**src/rtl/alarm_ctrl_pkg.sv**
```systemverilog
// alarm_ctrl_pkg: shared state encoding, set_mode codes and counter sizing for the alarm controller
package alarm_ctrl_pkg;
  typedef enum logic [2:0] {RUN, SET_H, SET_M, RING, SNOOZE} state_t;
  localparam logic [1:0] MODE_RUN   = 2'd0;
  localparam logic [1:0] MODE_SET_H = 2'd1;
  localparam logic [1:0] MODE_SET_M = 2'd2;
  function automatic int cnt_w(input int n);
    return n > 1 ? $clog2(n) : 1;
  endfunction
endpackage

```
**src/rtl/alarm_ctrl_fsm_if.sv**
```systemverilog
// alarm_ctrl_fsm_if: buttons and current time in, alarm programming and ring status out
interface alarm_ctrl_fsm_if #(
  parameter int HOUR_W = 2,
  parameter int MIN_W  = 3,
  parameter int SEC_W  = 2
);
  logic              tick;
  logic              mode_btn;
  logic              inc_btn;
  logic              snooze_btn;
  logic [HOUR_W-1:0] cur_hours;
  logic [MIN_W-1:0]  cur_minutes;
  logic [SEC_W-1:0]  cur_seconds;
  logic [HOUR_W-1:0] alarm_hours;
  logic [MIN_W-1:0]  alarm_minutes;
  logic              armed;
  logic [1:0]        set_mode;
  logic              ring;
  logic              snoozing;
  modport master (
    output tick, mode_btn, inc_btn, snooze_btn, cur_hours, cur_minutes, cur_seconds,
    input  alarm_hours, alarm_minutes, armed, set_mode, ring, snoozing
  );
  modport slave (
    input  tick, mode_btn, inc_btn, snooze_btn, cur_hours, cur_minutes, cur_seconds,
    output alarm_hours, alarm_minutes, armed, set_mode, ring, snoozing
  );
endinterface

```
**src/rtl/btn_edge.sv**
```systemverilog
// btn_edge: one event per rising edge of a synchronous level input
module btn_edge (
  input  logic clk,
  input  logic rst_n,
  input  logic btn,
  output logic ev
);
  logic prev;
  always_ff @(posedge clk or posedge rst_n)
    if (rst_n) prev <= 1'b0;
    else prev <= btn;
  assign ev = btn & ~prev;
endmodule

```
**src/rtl/alarm_ctrl_fsm.sv**
```systemverilog
// alarm_ctrl_fsm: button-driven alarm programming plus ring / snooze / dismiss sequencing
module alarm_ctrl_fsm
  import alarm_ctrl_pkg::*;
#(
  parameter int HOUR_W       = 2,
  parameter int MIN_W        = 3,
  parameter int SEC_W        = 2,
  parameter int HOUR_MAX     = 3,
  parameter int MIN_MAX      = 7,
  parameter int SNOOZE_TICKS = 8,
  parameter int RING_TICKS   = 12
) (
  input logic clk,
  input logic rst_n,
  alarm_ctrl_fsm_if.slave bus
);
  localparam int RC_W = cnt_w(RING_TICKS);
  localparam int SC_W = cnt_w(SNOOZE_TICKS);
  state_t st, st_n;
  logic [HOUR_W-1:0] ah, ah_n;
  logic [MIN_W-1:0] am, am_n;
  logic arm, arm_n, ring, snz;
  logic [1:0] mode;
  logic [RC_W-1:0] rc, rc_n;
  logic [SC_W-1:0] sc, sc_n;
  logic mode_ev, inc_ev, snz_ev, match;
  btn_edge u_mode (.clk(clk), .rst_n(rst_n), .btn(bus.mode_btn), .ev(mode_ev));
  btn_edge u_inc (.clk(clk), .rst_n(rst_n), .btn(bus.inc_btn), .ev(inc_ev));
  btn_edge u_snz (.clk(clk), .rst_n(rst_n), .btn(bus.snooze_btn), .ev(snz_ev));
  // seconds==0 keeps the compare from re-firing for the rest of the match minute
  assign match = bus.tick && bus.cur_hours == ah && bus.cur_minutes == am &&
                 bus.cur_seconds == {SEC_W{1'b0}};
  always_comb begin
    st_n = st;
    ah_n = ah;
    am_n = am;
    arm_n = arm;
    rc_n = rc;
    sc_n = sc;
    case (st)
      RUN:
        if (mode_ev) st_n = SET_H;
        else if (inc_ev) arm_n = ~arm;
        else if (arm && match) begin
          st_n = RING;
          rc_n = '0;
        end
      SET_H:
        if (mode_ev) st_n = SET_M;
        else if (inc_ev) ah_n = ah == HOUR_W'(HOUR_MAX) ? '0 : ah + 1'b1;
      SET_M:
        if (mode_ev) begin
          st_n = RUN;
          arm_n = 1'b1;
        end else if (inc_ev) am_n = am == MIN_W'(MIN_MAX) ? '0 : am + 1'b1;
      RING:
        if (mode_ev) st_n = RUN;
        else if (snz_ev) begin
          st_n = SNOOZE;
          sc_n = SC_W'(SNOOZE_TICKS - 1);
        end else if (bus.tick) begin
          if (rc == RC_W'(RING_TICKS - 1)) st_n = RUN;
          else rc_n = rc + 1'b1;
        end
      SNOOZE:
        if (mode_ev) st_n = RUN;
        else if (bus.tick) begin
          if (sc == '0) begin
            st_n = RING;
            rc_n = '0;
          end else sc_n = sc - 1'b1;
        end
      default: st_n = RUN;
    endcase
  end
  always_ff @(posedge clk or posedge rst_n)
    if (rst_n) begin
      st <= RUN;
      ah <= '0;
      am <= '0;
      arm <= 1'b0;
      rc <= '0;
      sc <= '0;
      ring <= 1'b0;
      snz <= 1'b0;
      mode <= MODE_RUN;
    end else begin
      st <= st_n;
      ah <= ah_n;
      am <= am_n;
      arm <= arm_n;
      rc <= rc_n;
      sc <= sc_n;
      ring <= st_n == RING;
      snz <= st_n == SNOOZE;
      mode <= st_n == SET_H ? MODE_SET_H : st_n == SET_M ? MODE_SET_M : MODE_RUN;
    end
  assign bus.alarm_hours = ah;
  assign bus.alarm_minutes = am;
  assign bus.armed = arm;
  assign bus.set_mode = mode;
  assign bus.ring = ring;
  assign bus.snoozing = snz;
endmodule

```
**src/flat_wrapper.sv**
```systemverilog
// flat-port wrapper written by rule: the top's interface ports become plain ports
module alarm_ctrl_fsm_flat import alarm_ctrl_pkg::*;
#(
  parameter int HOUR_W       = 2,
  parameter int MIN_W        = 3,
  parameter int SEC_W        = 2,
  parameter int HOUR_MAX     = 3,
  parameter int MIN_MAX      = 7,
  parameter int SNOOZE_TICKS = 8,
  parameter int RING_TICKS   = 12
)
  (clk, rst_n, bus_tick, bus_mode_btn, bus_inc_btn, bus_snooze_btn, bus_cur_hours, bus_cur_minutes, bus_cur_seconds, bus_alarm_hours, bus_alarm_minutes, bus_armed, bus_set_mode, bus_ring, bus_snoozing);
  alarm_ctrl_fsm_if #(.HOUR_W(HOUR_W), .MIN_W(MIN_W), .SEC_W(SEC_W)) bus_i ();
  input logic clk;
  input logic rst_n;
  input wire logic [$bits(bus_i.tick)-1:0] bus_tick;
  input wire logic [$bits(bus_i.mode_btn)-1:0] bus_mode_btn;
  input wire logic [$bits(bus_i.inc_btn)-1:0] bus_inc_btn;
  input wire logic [$bits(bus_i.snooze_btn)-1:0] bus_snooze_btn;
  input wire logic [$bits(bus_i.cur_hours)-1:0] bus_cur_hours;
  input wire logic [$bits(bus_i.cur_minutes)-1:0] bus_cur_minutes;
  input wire logic [$bits(bus_i.cur_seconds)-1:0] bus_cur_seconds;
  output wire logic [$bits(bus_i.alarm_hours)-1:0] bus_alarm_hours;
  output wire logic [$bits(bus_i.alarm_minutes)-1:0] bus_alarm_minutes;
  output wire logic [$bits(bus_i.armed)-1:0] bus_armed;
  output wire logic [$bits(bus_i.set_mode)-1:0] bus_set_mode;
  output wire logic [$bits(bus_i.ring)-1:0] bus_ring;
  output wire logic [$bits(bus_i.snoozing)-1:0] bus_snoozing;
  assign bus_i.tick = bus_tick;
  assign bus_i.mode_btn = bus_mode_btn;
  assign bus_i.inc_btn = bus_inc_btn;
  assign bus_i.snooze_btn = bus_snooze_btn;
  assign bus_i.cur_hours = bus_cur_hours;
  assign bus_i.cur_minutes = bus_cur_minutes;
  assign bus_i.cur_seconds = bus_cur_seconds;
  assign bus_alarm_hours = bus_i.alarm_hours;
  assign bus_alarm_minutes = bus_i.alarm_minutes;
  assign bus_armed = bus_i.armed;
  assign bus_set_mode = bus_i.set_mode;
  assign bus_ring = bus_i.ring;
  assign bus_snoozing = bus_i.snoozing;
  alarm_ctrl_fsm #(.HOUR_W(HOUR_W), .MIN_W(MIN_W), .SEC_W(SEC_W), .HOUR_MAX(HOUR_MAX), .MIN_MAX(MIN_MAX), .SNOOZE_TICKS(SNOOZE_TICKS), .RING_TICKS(RING_TICKS)) u_core (.clk(clk), .rst_n(rst_n), .bus(bus_i));
endmodule
```
**config.mk**
```make
export PLATFORM = sky130hd
export DESIGN_NAME = alarm_ctrl_fsm_flat
export DESIGN_NICKNAME = d
export VERILOG_FILES = /design/src/rtl/alarm_ctrl_pkg.sv /design/src/rtl/alarm_ctrl_fsm_if.sv /design/src/rtl/btn_edge.sv /design/src/rtl/alarm_ctrl_fsm.sv /design/src/flat_wrapper.sv
export SDC_FILE = /design/constraint.sdc
export NUM_CORES = 1
export LEC_CHECK = 0
export CAP_MARGIN = 20
export CORE_MARGIN = 2
export CORE_UTILIZATION = 49
export CTS_BUF_LIST = sky130_fd_sc_hd__clkbuf_4
export DETAILED_ROUTE_END_ITERATION = 8
export HOLD_SLACK_MARGIN = 0.06
export PLACE_DENSITY = 0.78
export SYNTH_ARGS = -nofsm -noshare
export SYNTH_HDL_FRONTEND = slang
export SYNTH_SLANG_ARGS = --single-unit
```
**constraint.sdc**
```tcl
create_clock -name clk -period 1.75 [get_ports clk]
set_clock_uncertainty 0.05 [all_clocks]
set_input_delay 0.2625 -clock clk [delete_from_list [all_inputs] [get_ports clk]]
set_output_delay 0.2625 -clock clk [all_outputs]
set_load 0.01 [all_outputs]
```
Word-level counts from Yosys, hierarchy flattened

Cells that the tools add are included.

Bits in registers: 23
Input bits: 13
Output and inout port bits: 10
Word-level logic and storage cells: 104

Add/subtract/negate cells: 4
Eq/ne operators: 27
Multiplexer cells: 38
Bitwise logic cells: 8
Reduce and logical (&&, ||, !) cells: 15

Operators with widths:

| cell                | number |
|---|---|
| $mux 3              | 18 |
| $mux 4              | 10 |
| $ne 2x2->1 const B  | 9 |
| $pmux 3 s5          | 1 |
| $eq 3x2->1 const B  | 4 |
| $pmux 4 s3          | 1 |
| $reduce_and 11->1   | 1 |
| $ne 2x1->1 const B  | 5 |
| $eq 3x3->1 const B  | 3 |
| $eq 3x1->1 const B  | 2 |
| $logic_not 3->1     | 2 |
| $mux 2              | 3 |
| $pmux 3 s2          | 1 |
| $reduce_and 3->1    | 2 |
| $reduce_and 6->1    | 1 |
| $not 1->1           | 5 |
| $add 4x1->4 const B | 1 |
| $eq 4x4->1 const B  | 1 |
| $logic_and 1x1->1   | 4 |
| $reduce_and 4->1    | 1 |
| $reduce_bool 2->1   | 2 |
| $add 3x1->3 const B | 1 |
| $and 1x1->1         | 3 |
| $eq 3x3->1          | 1 |
| 8 further kinds     | 10 |

Logic depth before layout (Yosys ltp)

Gate-level depths: netlist (run 1).

Word-level depth: 12
Depth in mapped cells: 8
Gate-level depth less buffers: 8

By module

A second synthesis (run 1) with hierarchy kept.

Cells, all modules: 133
Area, all modules: 1,341.3 sq um

Modules (own cells, without submodules):

| module         | instances | cells each | area an instance (sq um) | seq. area each (sq um) |
|---|---|---|---|---|
| alarm_ctrl_fsm | 1         | 124        | 1,213.7                  | 500.5 |
| btn_edge       | 3         | 3          | 42.5                     | 25.0 |

Worst setup path after synthesis (run 1)

No wires, ideal clock.

Kind: register -> register
From: reg u_core.sc[0]
To: reg u_core.rc[3]
Library setup time: 0.121 ns
Data arrival time: 1.500 ns
Required time: 1.579 ns
Setup slack: 0.079 ns
Stages on the path, launching flop included: 9
Buffers on the path: 0
Clock period less this slack: 1.671 ns
Cells stage by stage: dfrtp_1 -> inv_1 -> ha_1 -> ha_1 -> nand2_1 -> nor4_2 -> a311oi_1 -> o21ai_0 -> a22o_1

Word-level cells in the longest chain between the ends: 3

RTL lines:

| what                               | line                 | text |
|---|---|---|
| from (decl)                        | alarm_ctrl_fsm.sv:25 | `logic [SC_W-1:0] sc, sc_n;` |
| from (signal assigned)             | alarm_ctrl_fsm.sv:93 | `sc <= sc_n;` |
| $logic_not 3->1                    | alarm_ctrl_fsm.sv:68 | `if (sc == '0) begin` |
| $ne 2x1->1 (no source line)        | n/a                  |  |
| $reduce_and 11->1 (no source line) | n/a                  |  |
| to (signal assigned)               | alarm_ctrl_fsm.sv:92 | `rc <= rc_n;` |
| to (decl)                          | alarm_ctrl_fsm.sv:24 | `logic [RC_W-1:0] rc, rc_n;` |

No other way between the ends.
A chain may end at the register's enable or synchronous reset.

Final worst setup path (run 1)

From: reg u_core.sc[1]
To: reg u_core.rc[0]

Same word-level chain as after synthesis.

==> flow_summary.ini, run 1 <==
[grt]
grt_overflow_total = 0
antenna_found_initial = 0
grt_pass1_wl_um = 4705
grt_pass1_vias = 1100
track_usage_pct = 19.16
grt_max_degree = 24

[pwr]
power_mw = 2.249
power_frac_comb_pct = 48.5
leakage_nw = 0.7868
p_int_mw = 1.413
pwr-share-clk_pct = 11.7
power_density_nw_per_um2 = 1291
seqPwrFrac_pct = 39.8
sw_frac_of_total_pct = 37.17
net-switching-power_mw = 0.8359
max-vdd-ir-drop_mv = 0.9883

[worst_setup_path]
crit_top_cell = ha_4
worstSetupEndpointType = flip-flop
setup.worst_path.start_class = flip-flop
worstPathArrival_ns = 1.86
worst-path-buf-inv = 2
crit_type = flip-flop to flip-flop
path_cells = inv_2 -> ha_4 -> ha_4 -> nand2_4 -> nor4_4 -> buf_4 -> a311o_1 -> a21boi_1 -> o2bb2ai_1
r2r.worst_path.cells = 9
path_max_fanout = 2
slowest_delay_ns = 0.38
path_delay_family = compound AO/OA/AOI/OAI gates
cp.required_ns = 1.92
cp.depth = 9
slowest_stage = dfrtp_1

[layout]
utilization_pct = 69.67
finalNetCount = 183
fillCellCount = 195
diodes = 0
drive_gt1_share_pct = 23.93
layoutNonFillerInstCount = 193
area_growth_pct = 33.85

[min_path]
hold_path.class = input port to async pin

[route]
drc_errors = 0
antenna_left = 0
finalWirelength_um = 2675
via_per_inst = 5.601
wl_per_cell_um = 13.86
dr.pass1.iters = 4
vias = 1081
drt_iter0_markers = 28

[synth]
async_flop_share_pct = 100.0
yosysWarnings = 0
ys.flop_type = dfrtp_1
synthesis.area_sq_um = 1301
synth_edf_count = 0
ys_ff_latch = 23
synthXorXnorAreaFrac_pct = 3.365
yosys.area_share.simple_pct = 22.88
synth_mux_area_share_pct = 5.192
synthAdderAreaFrac_pct = 5.769
synth_area_per_cell_sq_um = 10.49
synth_cells = 124
synth_compound_area_share_pct = 15.00
synth_nets = 143
synth.distinct_cells = 45
synth_top_family_by_area = simple AND/OR/NAND/NOR gates
ys_seq_area_share_pct = 44.23

[die]
core_area_sq_um = 2500
io_pins = 23
die_h_um = 55.53
rows = 18
start_util_pct = 52.05
die_w_um = 55.53
dieArea_sq_um = 3084

[placed_design]
dp_hpwl_um = 2113
dp.cells = 185
io_buffers = 22
pre_cts_ws_ns = -0.2214
place_congestion = 0.8071

[clocking]
cts.sinks = 23
cts_htree_levels = 1
cts_inserted_buffers = 3
clk_latency_ns = 0.32
clk_pin_slew_worst_paths_ns = 0.12
cts-root-buf = clkbuf_4
cts_buffer_depth = 2
cts_tree = built

[sta]
fmax_ghz = 0.5927
finalHoldViolCount = 0
slew_viol_final = 0
finalSetupViolCount = 0
post-route-period-util_pct = 96.42
relSlewSlack_pct = 73.14
rsz0062_at_grt = true
tightest_slew_ns = 0.4002
post-route-min-period_ns = 1.687
finalWorstSetupSlack_ns = 0.06271

[outcome]
status = completed

[flow_run]
drv_cap = 0
-- worst register-to-register path: stages (launching register included) --
cell and delay [ns]:
dfrtp_1 0.38, inv_2 0.05, ha_4 0.16, ha_4 0.16, nand2_4 0.07, nor4_4 0.04, buf_4 0.15, a311o_1 0.30
a21boi_1 0.14, o2bb2ai_1 0.08
-- flip-flops by register name, indices dropped and copies added (netlist names), 2 cells and up --
register                  cells
u_core.bus.alarm_hours        2
u_core.bus.alarm_minutes      3
u_core.sc                     3
u_core.rc                     4
u_core.st                     3
u_core.bus.set_mode           2
-- repair_timing --
action,CTS,global route
endpoints found under the setup margin,4,7
hold buffers,0,0
buffers inserted,2,2
gates resized for setup,10,4
pin swaps,5,3
-- kinds of logic after synthesis --
kind of cell,after synthesis
mux,6
flops,23
xor+xnor,5
simple gates,49
compound gates,26
fa+ha+maj,6
buf+inv,9
-- layout make-up --
class,count,area [sq um],area share [%]
multi-input combinational,92,726.9,41.74
timing repair buffer,39,350.3,20.11
tap,30,37.54,2.155
inverter,5,18.77,1.078
clock buffer,4,30.03,1.724
sequential,23,578.1,33.19
-- per-stage QoR --
stage / setup TNS (ns) / hold WS [ns] / instance area, sq um
3_3_place_gp: -1.218 / 0.4234 / 1629
2_1_floorplan: 0 / 0.2144 / 1301
3_5_place_dp: -1.687 / 0.4309 / 1629
6_report: 0 / 0.2182 / 1742
5_1_grt: -0.06888 / 0.2509 / 1742
4_1_cts: -0.006074 / 0.2305 / 1722
-- routing by layer --
layer	routed length, um	share of wire (%)	vias to the layer above	track usage (%)
met5	0	0	-	0
met4	72	2.7	0	8.362
met3	96	3.6	9	2.810
met2	1290	48	28	32.48
met1	1216	45	515	24.11
li1	-	-	529	-
-- synthesized netlist by cell type, types with 2 or more instances --
master,n,share of area (%)
o2bb2ai_1,2,1.3
a311o_1,2,1.5
nor3_1,5,1.9
nand3_1,4,1.5
o21ai_0,2,0.77
inv_1,5,1.4
nor2_1,6,1.7
dfrtp_1,23,44
nor2_2,2,0.96
nand2_1,9,2.6
a21o_1,4,2.3
mux2_1,6,5.2
buf_4,3,1.7
ha_1,6,5.8
nand3b_1,2,1.2
nand2b_1,2,0.96
nor2b_1,5,2.4
nand4_1,2,0.96
a31o_1,2,1.3
xor2_1,4,2.7
a21oi_1,4,1.5
-- worst paths after layout --
kind,from,endpoint,slack [ns]
worst max register to register,u_core.sc[1],u_core.rc[0],0.06
worst min register to register,u_core.sc[2],u_core.sc[2],0.45
min in group clk,bus_inc_btn,u_core.u_inc.prev,0.34
max in group asynchronous,rst_n,u_core.st[2],1.18
worst max-delay path,u_core.sc[1],u_core.rc[0],0.06
worst min-delay path,rst_n,u_core.sc[1],0.22
-- cell usage in the layout, fill, tap and decap left out, types with 2 or more instances in the layout --
cell type        instances
a21o_1                   4
a21oi_1                  4
a311o_1                  2
a31o_1                   2
buf_4                   17
clkbuf_4                 4
clkdlybuf4s50_1         21
dfrtp_1                 21
dfrtp_2                  2
ha_1                     4
ha_4                     2
inv_1                    3
inv_2                    2
mux2_1                   6
nand2_1                  8
nand2b_1                 2
nand3_1                  4
nand3b_1                 2
nand4_1                  2
nor2_1                   6
nor2_2                   2
nor2b_1                  5
nor3_1                   5
o2bb2ai_1                2
xor2_1                   4
-- power by group through the flow --
stage / Sequential, mW / Combinational [mW] / Clock [mW]
finish: 0.895 / 1.09 / 0.264
global route: 0.926 / 1.20 / 0.293
CTS: 0.894 / 1.07 / 0.271
detailed placement: 0.894 / 0.977 / 0
global placement: 0.887 / 0.933 / 0
floorplan: 0.867 / 0.576 / 0
No activity file was read; power rests on OpenSTA's default activity.
==> inputs of run 2 (changes only) <==
SLEW_MARGIN = 10   (was default)
TNS_END_PERCENT = 30   (was default)
==> run 2 against run 1 <==
Count of clock-buffer cells in the layout is the same. Maximum frequency grew 0.46%. Via count shrank 0.19%. Total power is essentially flat. Clock power is essentially flat. Sequential share of layout area grew 0.19 points. Utilization shrank 0.25 points. Largest power group unchanged. Highest routed layer unchanged.
==> flow_summary.ini, run 2 (synthesis gave the netlist of run 1 again) <==
[outcome]
status = completed

[worst_setup_path]
slowest_stage = dfrtp_1
cp.required_ns = 1.92
crit_top_cell = ha_4
startpoint = u_core.sc[1]
path_max_fanout = 2
crit_type = flip-flop to flip-flop
ff2ff_setup_slack_ns = 0.07
worstPathArrival_ns = 1.85
rr_endpoint = u_core.rc[0]
worstSetupEndpointType = flip-flop
path_cells = inv_2 -> ha_4 -> ha_4 -> nand2_4 -> nor4_4 -> buf_4 -> a311o_1 -> a21boi_1 -> o2bb2ai_1
slowest_delay_ns = 0.38
timing.rr.start = u_core.sc[1]
r2r.worst_path.cells = 9
path_delay_family = compound AO/OA/AOI/OAI gates
setup.worst_path.start_class = flip-flop
worst-path-buf-inv = 2

[layout]
ff_latch_area_sq_um = 579.3
diodes = 0
mostFrequentLayoutCells = 21 x clkdlybuf4s50_1, 20 x dfrtp_1, 16 x buf_4
largest_register = u_core.rc
final_common_cell = clkdlybuf4s50_1
finalNetCount = 182
layoutNonFillerInstCount = 192
multiInputGateArea_sq_um = 726.9
drive_gt1_share_pct = 24.07
fillCellCount = 196
largest_register_ffs = 4
design_area_sq_um = 1735
utilization_pct = 69.42
area_growth_pct = 33.37

[sta]
post-route-period-util_pct = 95.98
relSlewSlack_pct = 73.19
finalSetupViolCount = 0
finalHoldViolCount = 0
setup_tns_ns = 0
tightest_slew_ns = 0.3995
post-route-min-period_ns = 1.680
hold-worst-slack_ns = 0.2183
slew_viol_final = 0
finalWorstSetupSlack_ns = 0.07036
fmax_ghz = 0.5954
rsz0062_at_grt = true

[flow_run]
drv_cap = 0

[clocking]
cts_htree_levels = 1
cts_tree = built
cts.sinks = 23
clk_latency_ns = 0.32
cts_hold_buf = 0
cts_buffer_depth = 2
clk_pin_slew_worst_paths_ns = 0.13
cts_inserted_buffers = 3
cts-root-buf = clkbuf_4

[die]
core_area_sq_um = 2500
rows = 18
die_w_um = 55.53
dieArea_sq_um = 3084
die_h_um = 55.53
io_pins = 23
start_util_pct = 52.05

[pwr]
power_density_nw_per_um2 = 1295
max-vdd-ir-drop_mv = 1.002
power_mw = 2.248
leakage_nw = 0.7800

[route]
via_per_inst = 5.620
antenna_left = 0
dr.pass1.iters = 4
wl_per_cell_um = 13.88
drt_iter0_markers = 25
vias = 1079
finalWirelength_um = 2664
drc_errors = 0

[min_path]
hold_path.class = input port to async pin

[placed_design]
io_buffers = 22
dp.cells = 185
place_congestion = 0.8071
dp_hpwl_um = 2113
pre_cts_ws_ns = -0.2214
placed_cell_area_sq_um = 1629

[grt]
grt_pass1_vias = 1100
grt_max_degree = 24
grt_overflow_total = 0
track_usage_pct = 19.16
grt_pass1_wl_um = 4705
antenna_found_initial = 0
## run 2: cell types whose count changed in the layout (fill, tap and decap cells not counted)
cell | previous run | this run
buf_4 | 17 | 16
dfrtp_1 | 21 | 20
dfrtp_2 | 2 | 3
## run 2: worst register-to-register path, stage by stage, from the launching register on
cell	delay [ns]
dfrtp_1	0.38
inv_2	0.05
ha_4	0.16
ha_4	0.16
nand2_4	0.07
nor4_4	0.04
buf_4	0.14
a311o_1	0.30
a21boi_1	0.14
o2bb2ai_1	0.08
## run 2: metal layers
layer | global-route usage (%) | part of all wire, % | vias to the layer above
met5 | 0 | 0 | -
met4 | 8.362 | 2.7 | 0
met3 | 2.810 | 4.1 | 9
met2 | 32.48 | 48 | 31
met1 | 24.11 | 45 | 513
li1 | - | - | 526
## run 2: final cells by class
cell class                 count  share of cell area, %
sequential                    23                  33.38
clock buffer                   4                  1.730
multi-input combinational     92                  41.89
timing repair buffer          38                  19.75
inverter                       5                  1.081
tap                           30                  2.163
## run 2: worst max path at each step
stage / to / slack [ns] / depth (start not counted)
floorplan: u_core.rc[3] / 0.08 / 8
global placement: u_core.rc[3] / -0.17 / 6
detailed placement: u_core.rc[3] / -0.22 / 6
CTS: u_core.rc[3] / -0.006 / 8
global route: u_core.rc[0] / -0.02 / 9
finish: u_core.rc[0] / 0.07 / 9
## run 2: timing repair
action                                  4_1_cts  5_1_grt
gates resized for setup                      10        5
pin swaps                                     5        2
endpoints found under the setup margin        4        7
hold endpoints to repair                      0        0
setup buffers                                 2        1
## run 2: power by group
| group | switching [mW] | internal [mW] | leakage (nW) | total [mW] |
|---|---|---|---|---|
| clock | 0.158 | 0.105 | 0.0184 | 0.263 |
| sequential | 0.203 | 0.695 | 0.287 | 0.898 |
| combinational | 0.473 | 0.614 | 0.474 | 1.09 |
| total | 0.834 | 1.41 | 0.780 | 2.25 |
